`config.mk`:
```
export PLATFORM = sky130hd
export DESIGN_NAME = control_suma_serial
export DESIGN_NICKNAME = d
export VERILOG_FILES = /design/src/rtl/control_suma_serial_pkg.sv /design/src/rtl/control_suma_serial_suma.sv /design/src/rtl/control_suma_serial.sv
export SDC_FILE = /design/constraint.sdc
export NUM_CORES = 1
export LEC_CHECK = 0
export CAP_MARGIN = 20
export CORE_MARGIN = 1
export CORE_UTILIZATION = 55
export DETAILED_ROUTE_END_ITERATION = 8
export PLACE_DENSITY = 0.9
export RECOVER_POWER = 25
export SYNTH_ARGS = -nofsm -noshare
export SYNTH_HDL_FRONTEND = slang
export SYNTH_SLANG_ARGS = --single-unit
```
`constraint.sdc`:
```
create_clock -name clk -period 8.23 [get_ports clk]
set_input_delay 1.2345 -clock clk [delete_from_list [all_inputs] [get_ports clk]]
set_output_delay 1.2345 -clock clk [all_outputs]
set_load 0.02 [all_outputs]
```
`src/rtl/control_suma_serial_pkg.sv`:
```
// Shared types for the serial wide-adder controller.
package pkg_suma_serial;

  typedef enum logic [1:0] {
    IDLE = 2'd0,
    SUMA = 2'd1,
    FIN  = 2'd2
  } estado_t;

endpackage

```
`src/rtl/control_suma_serial_suma.sv`:
```
// W-bit ripple adder with carry in/out; the single shared datapath of the controller.
module suma #(
  parameter int N = 4
) (
  input  logic [N-1:0] a,
  input  logic [N-1:0] b,
  input  logic         cin,
  output logic [N-1:0] s,
  output logic         cout
);

  assign {cout, s} = {1'b0, a} + {1'b0, b} + {{N{1'b0}}, cin};

endmodule

```
`src/rtl/control_suma_serial.sv`:
```
// Multi-cycle W*K-bit adder: one W-bit chunk per cycle through a shared adder,
// LSB chunk first, with the carry held in a register between chunks.
module control_suma_serial
  import pkg_suma_serial::*;
#(
  parameter int W = 4,
  parameter int K = 4
) (
  input  logic           clk,
  input  logic           rst_n,
  input  logic           start,
  input  logic [W*K-1:0] a,
  input  logic [W*K-1:0] b,
  input  logic           cin,
  output logic           ready,
  output logic           busy,
  output logic           done,
  output logic [W*K-1:0] s,
  output logic           cout
);

  localparam int            IW       = (K > 1) ? $clog2(K) : 1;
  localparam logic [IW-1:0] IDX_LAST = IW'(K - 1);

  estado_t        estado_r;
  estado_t        estado_s;
  logic [IW-1:0]  idx_r;
  logic           carry_r;
  logic [W*K-1:0] a_r;
  logic [W*K-1:0] b_r;
  logic [W*K-1:0] wrk_r;
  logic [W*K-1:0] wrk_s;
  logic [W*K-1:0] s_r;
  logic           cout_r;
  logic [W-1:0]   op_a_s;
  logic [W-1:0]   op_b_s;
  logic [W-1:0]   sum_s;
  logic           chunk_cout_s;

  // Chunk selection and the work word with the current chunk merged in
  always_comb begin
    op_a_s = a_r[idx_r*W +: W];
    op_b_s = b_r[idx_r*W +: W];
    wrk_s  = wrk_r;
    wrk_s[idx_r*W +: W] = sum_s;
  end

  suma #(.N(W)) u_suma (
    .a    (op_a_s),
    .b    (op_b_s),
    .cin  (carry_r),
    .s    (sum_s),
    .cout (chunk_cout_s)
  );

  // Next-state logic
  always_comb begin
    estado_s = estado_r;
    case (estado_r)
      IDLE: begin
        if (start) estado_s = SUMA;
        else       estado_s = IDLE;
      end
      SUMA: begin
        if (idx_r == IDX_LAST) estado_s = FIN;
        else                   estado_s = SUMA;
      end
      FIN:     estado_s = IDLE;
      default: estado_s = IDLE;
    endcase
  end

  // State register
  always_ff @(posedge clk) begin
    if (!rst_n) estado_r <= IDLE;
    else        estado_r <= estado_s;
  end

  // Operand capture, chunk iteration and result registers
  always_ff @(posedge clk) begin
    if (!rst_n) begin
      a_r     <= '0;
      b_r     <= '0;
      wrk_r   <= '0;
      idx_r   <= '0;
      carry_r <= 1'b0;
      s_r     <= '0;
      cout_r  <= 1'b0;
    end else begin
      case (estado_r)
        IDLE: begin
          if (start) begin
            a_r     <= a;
            b_r     <= b;
            carry_r <= cin;
            idx_r   <= '0;
          end
        end
        SUMA: begin
          wrk_r   <= wrk_s;
          carry_r <= chunk_cout_s;
          if (idx_r == IDX_LAST) begin
            idx_r  <= '0;
            s_r    <= wrk_s;
            cout_r <= chunk_cout_s;
          end else begin
            idx_r <= idx_r + IW'(1);
          end
        end
        default: begin
        end
      endcase
    end
  end

  // Status is a pure decode of the state register
  assign ready = (estado_r == IDLE);
  assign busy  = (estado_r == SUMA) || (estado_r == FIN);
  assign done  = (estado_r == FIN);
  assign s     = s_r;
  assign cout  = cout_r;

endmodule

```
# Word level (Yosys, flattened, before mapping)
# Index checks and enable logic that the tools add are counted.
# W data, S select, Z words.
word_totals:
  reg_bits: 70
  input_bits: 36
  out_inout_bits: 20
classes:
  shift: 4
  reduce_logical: 6
  mux: 9
  n_eq_ne: 4
  add_sub_neg: 4
op_table:
  columns: ["op", "n"]
  rows:
  - ["$neg A4 Y34", 1]
  - ["$shift A4 B34 Y16 const A", 1]
  - ["$shiftx A4 B34 Y16", 1]
  - ["$shiftx A16 B5 Y4", 2]
  - ["$bwmux W16", 1]
  - ["$pmux W2 S2", 2]
  - ["$mux W2", 3]
  - ["$reduce_and A2 Y1", 3]
  - ["$add A4 B4 Y5", 1]
  - ["$add A5 B1 Y5", 1]
  - ["$eq A2 B2 Y1 const B", 2]
  - ["$add A2 B1 Y2 const B", 1]
  - ["$eq A2 B1 Y1 const B", 1]
  - ["$logic_not A2 Y1", 1]
  - ["$mux W1", 2]
  - ["$ne A2 B2 Y1 const B", 1]
  - ["$pmux W1 S2", 1]
  - ["$reduce_bool A2 Y1", 1]
  - ["$logic_or A1 B1 Y1", 1]

# Depth between registers and ports, before layout
logic_depth:
  word_depth: 5
  ltp_mapped: 8
  ltp_nobuf: 6

# Modules after synthesis
# A second synthesis with hierarchy kept.
unflattened:
  cells_unflattened: 351
  area_unflattened_um2: 3245.6
by_module_without_submodules:
  columns: ["module", "instances", "area_each_um2", "cells_each", "seq_area_each_um2"]
  rows:
  - ["control_suma_serial", 1, 3101.7, 335, 1401.3]
  - ["suma", 1, 143.9, 16, 0.0]

# Worst setup path after synthesis
# No wires, ideal clock.
synth_timing:
  kind: "reg2reg"
  startpoint: "register idx_r[0]"
  endpoint: "register s_r[10] (netlist: s[10])"
  setup_ps: 80
  required_time_ps: 8150
  t_arrival_ps: 2758
  slack_ps: 5393
  period_less_slack_ps: 2837
  path_buffers: 1
  stages_incl_launch_ff: 8
  cell_sequence: "dfxtp_1 > buf_2 > mux4_2 > fa_1 > fa_1 > xor2_1 > a221oi_1 > nor3b_1"
synth_via:
  elab_chain_cells: 5
  elab_cells_between_ends: 10
  cone_classes: "3 x add/sub; 1 x eq/ne; 4 x shift; 1 x mux; 1 x reduce/logical"
synth_lines:
  columns: ["item", "line", "source"]
  rows:
  - ["from (decl)", "control_suma_serial.sv:27", "logic [IW-1:0] idx_r;"]
  - ["from (signal assigned)", "control_suma_serial.sv:107", "idx_r <= idx_r + IW'(1);"]
  - ["$shiftx A16 B5 Y4 (on tied branches)", "control_suma_serial.sv:42, control_suma_serial.sv:43", null]
  - ["$add A4 B4 Y5", "control_suma_serial_suma.sv:12", "assign {cout, s} = {1'b0, a} + {1'b0, b} + {{N{1'b0}}, cin};"]
  - ["$add A5 B1 Y5", "control_suma_serial_suma.sv:12", null]
  - ["$shiftx A4 B34 Y16", "control_suma_serial.sv:45", "wrk_s[idx_r*W +: W] = sum_s;"]
  - ["$bwmux W16", "control_suma_serial.sv:45", null]
  - ["to (signal assigned)", "control_suma_serial.sv:104", "s_r <= wrk_s;"]
  - ["to (decl)", "control_suma_serial.sv:33", "logic [W*K-1:0] s_r;"]
# Parallel ways exist; a longest one is shown, timed or not.
# A chain may end at the register's enable or synchronous reset.

==> results.toml <==
[outcome]
status = "complete, but fails checks"
violations = "max-capacitance violations, max-slew violations"

[sta]
fin_crit_sh_pct = 50.1
fmax_mhz = 242
skew_ns = 0.0133
drv_slew = 76
max-slew-margin-rel_pct = -64.3
grt_setup_unrepaired = "false"
fin_crit_ns = 4.12
setup_viol = 0
final-hold-violation-count = 0
fin_ws_ns = 4.11
tns_ns = 0
tightestPinTransition_ns = 2.47

[critical_path]
end_kind = "flip-flop"
ff2ff_setup_slack_ns = 4.88
worst-path-max-fanout = 75
worstPathRequired_ns = 8.49
path_class = "primary input to flip-flop"
timing.rr.start = "idx_r[0]$_SDFFE_PN0P_"
critPathLaunchType = "primary input"
reg2reg_depth = 6
r2r-end = "s[2]$_SDFFE_PN0P_"
crit_arrival_ns = 4.38

[cells_and_area]
fin_nets = 442
drive_gt1_share_pct = 5.05
fin_util_pct = 70.3
syn_to_final_growth_pct = 20.4
num_antenna_cells = 0
fin_area_um2 = 3970

[hold_path]
hold_start = "b_r[13]$_SDFFE_PN0P_"
hold_end = "b_r[13]$_SDFFE_PN0P_"
hold_depth = 2
hp-class = "flip-flop to flip-flop"

[synthesis]
syn_inst = 356
ys_top_cells_by_count = "nand2_1 (72), dfxtp_1 (70), a21boi_0 (34)"
async_flop_share_pct = 0
synth_cell_types = 38
synth_edf_count = 0
synth.top_cell.area_share_pct = 42.6
ys_ff_latch = 70
yosysMostFrequentCell = "nand2_1"
synth_top_cell_by_area = "dfxtp_1"
netlist_area_um2 = 3290
syn_area_per_cell_um2 = 9.25
synth_nets = 406
ys_warn_count = 0
synth_seq_area_share_pct = 42.6
synth.area.top_cells = "dfxtp_1 (43%), nand2_1 (8.2%), a21boi_0 (7.8%), mux4_2 (4.8%), ha_1 (4.6%)"
ys.flop_type = "dfxtp_1"

[global_route]
overflow = 0
grt_pass1_vias = 2554
grt_usage_pct = 24.2
antenna_found_initial = 0
grt_max_degree = 76
grt_pass1_wl_mm = 11.7

[floorplan]
core_area_um2 = 5640
die_area_um2 = 6300
die_w_um = 79.4
io_pins = 56
rows = 27
initial_utilization_pct = 58.4
dieHeight_um = 79.4

[clock_network]
cts_tree = "built"
cts_max_level = 3
post_cts_resized = 0
clock_latency_ns = 0.35
clk_pin_slew_ns = 0.07
postCtsHoldBufs = 0
numClockSinks = 70
root_buffer = "clkbuf_8"
clk_path_buf_depth = 2
cts_setup_buffers = 0
cts_buffers = 9

[power]
power_density_nw_per_um2 = 174
ir_drop_mv = 0.0999
leakage_nw = 1.49
finalPower_w = 0.000689

[placement]
gp_congestion = 0.803
io_buffers = 55
place_ws_ns = 4.86
dpl.hpwl_mm = 4.75
post_dp_cell_area_um2 = 3800

[drt]
drt_pass1_iterations = 4
wl_per_cell_um = 14.8
via_per_inst = 5.85
routed-via-count = 2740
drc = 0
drt_iter0_drc = 182
ant_nets = 0
wl_mm = 6.91

[job]
cap_violations = 1
through the flow:
| stage | hold WS [ns] | std cells |
|---|---|---|
| floorplan | 0.439 | 356 |
| global placement | 0.448 | 453 |
| detailed placement | 0.458 | 453 |
| CTS | 0.468 | 468 |
| global route | 0.492 | 468 |
| finish | 0.469 | 468 |
state kept, by name, summed over array words and instances (netlist names):
register	cells
s	16
carry_r	1
estado_r	2
a_r	16
cout	1
idx_r	2
wrk_r	16
b_r	16
cell type report:
class,instances,area (um2)
well taps,72,90.1
clock buffers,12,145
inverters,10,37.5
flip-flops and latches,70,1400
repair buffers,56,554
fillers,431,1680
clock inverters,3,21.3
multi-input cells,245,1720
worst max-delay path, stage by stage:
cell and delay, ns:
dlygate4sd3_1 0.52, clkbuf_1 1.75, o21ai_0 0.52, o31ai_1 0.35
kinds of logic after synthesis:
kind of cell | after synthesis | share of synthesized area, %
multiplexers | 9 | 5.89
XOR/XNOR | 1 | 0.266
AO/OA/AOI/OAI | 86 | 19.7
adder cells (fa/ha/maj) | 14 | 5.78
flip-flops | 70 | 42.6
buffers and inverters | 41 | 5.36
AND/OR/NAND/NOR | 135 | 20.5
power by group:
| group | total (W) | switching (W) | internal, W |
|---|---|---|---|
| logic | 0.0000894 | 0.0000479 | 0.0000415 |
| registers | 0.000358 | 0.00000793 | 0.000351 |
| clock network | 0.000241 | 0.000125 | 0.000116 |
| total | 0.000689 | 0.000181 | 0.000508 |
worst max-delay path by stage:
stage | startpoint | endpoint | slack, ns
4_1_cts | idx_r[0]$_SDFFE_PN0P_ | s[2]$_SDFFE_PN0P_ | 4.86
2_1_floorplan | idx_r[0]$_SDFFE_PN0P_ | s[10]$_SDFFE_PN0P_ | 5.39
3_3_place_gp | idx_r[0]$_SDFFE_PN0P_ | s[10]$_SDFFE_PN0P_ | 4.98
3_5_place_dp | idx_r[0]$_SDFFE_PN0P_ | s[2]$_SDFFE_PN0P_ | 4.86
5_1_grt | rst_n | carry_r$_SDFFE_PN0P_ | 3.88
6_report | rst_n | carry_r$_SDFFE_PN0P_ | 4.11
layer usage:
metal / routed length [um] / part of all wire (%) / track usage, % / vias up
met3: 366 / 5.3 / 6.74 / 17
met1: 2970 / 43 / 30.0 / 1289
li1: - / - / - / 1332
met5: 0 / 0 / 0 / -
met2: 3390 / 49 / 38.4 / 102
met4: 187 / 2.7 / 12.2 / 0
placed cells by master (no fill, tap or decap), types with 2 or more instances in the layout:
cell type         n
o211ai_1          4
and4bb_1          3
o21ai_0           5
a21oi_1           4
a221oi_1         12
a21o_1            2
nor2b_1          12
dfxtp_1          70
o31ai_1           5
inv_1            10
fa_1              2
nor2_1           13
a32oi_1          12
nor3b_1          13
a21boi_0         35
clkbuf_1          3
ha_1             12
and3_1            2
and2_1            2
nand2_1          72
or4b_1            4
nand3_1           9
clkdlybuf4s50_1  37
a31oi_1           4
clkbuf_8         10
a211oi_1          2
mux4_2            7
dlygate4sd3_1    18
(Power assumes the default switching activity.)
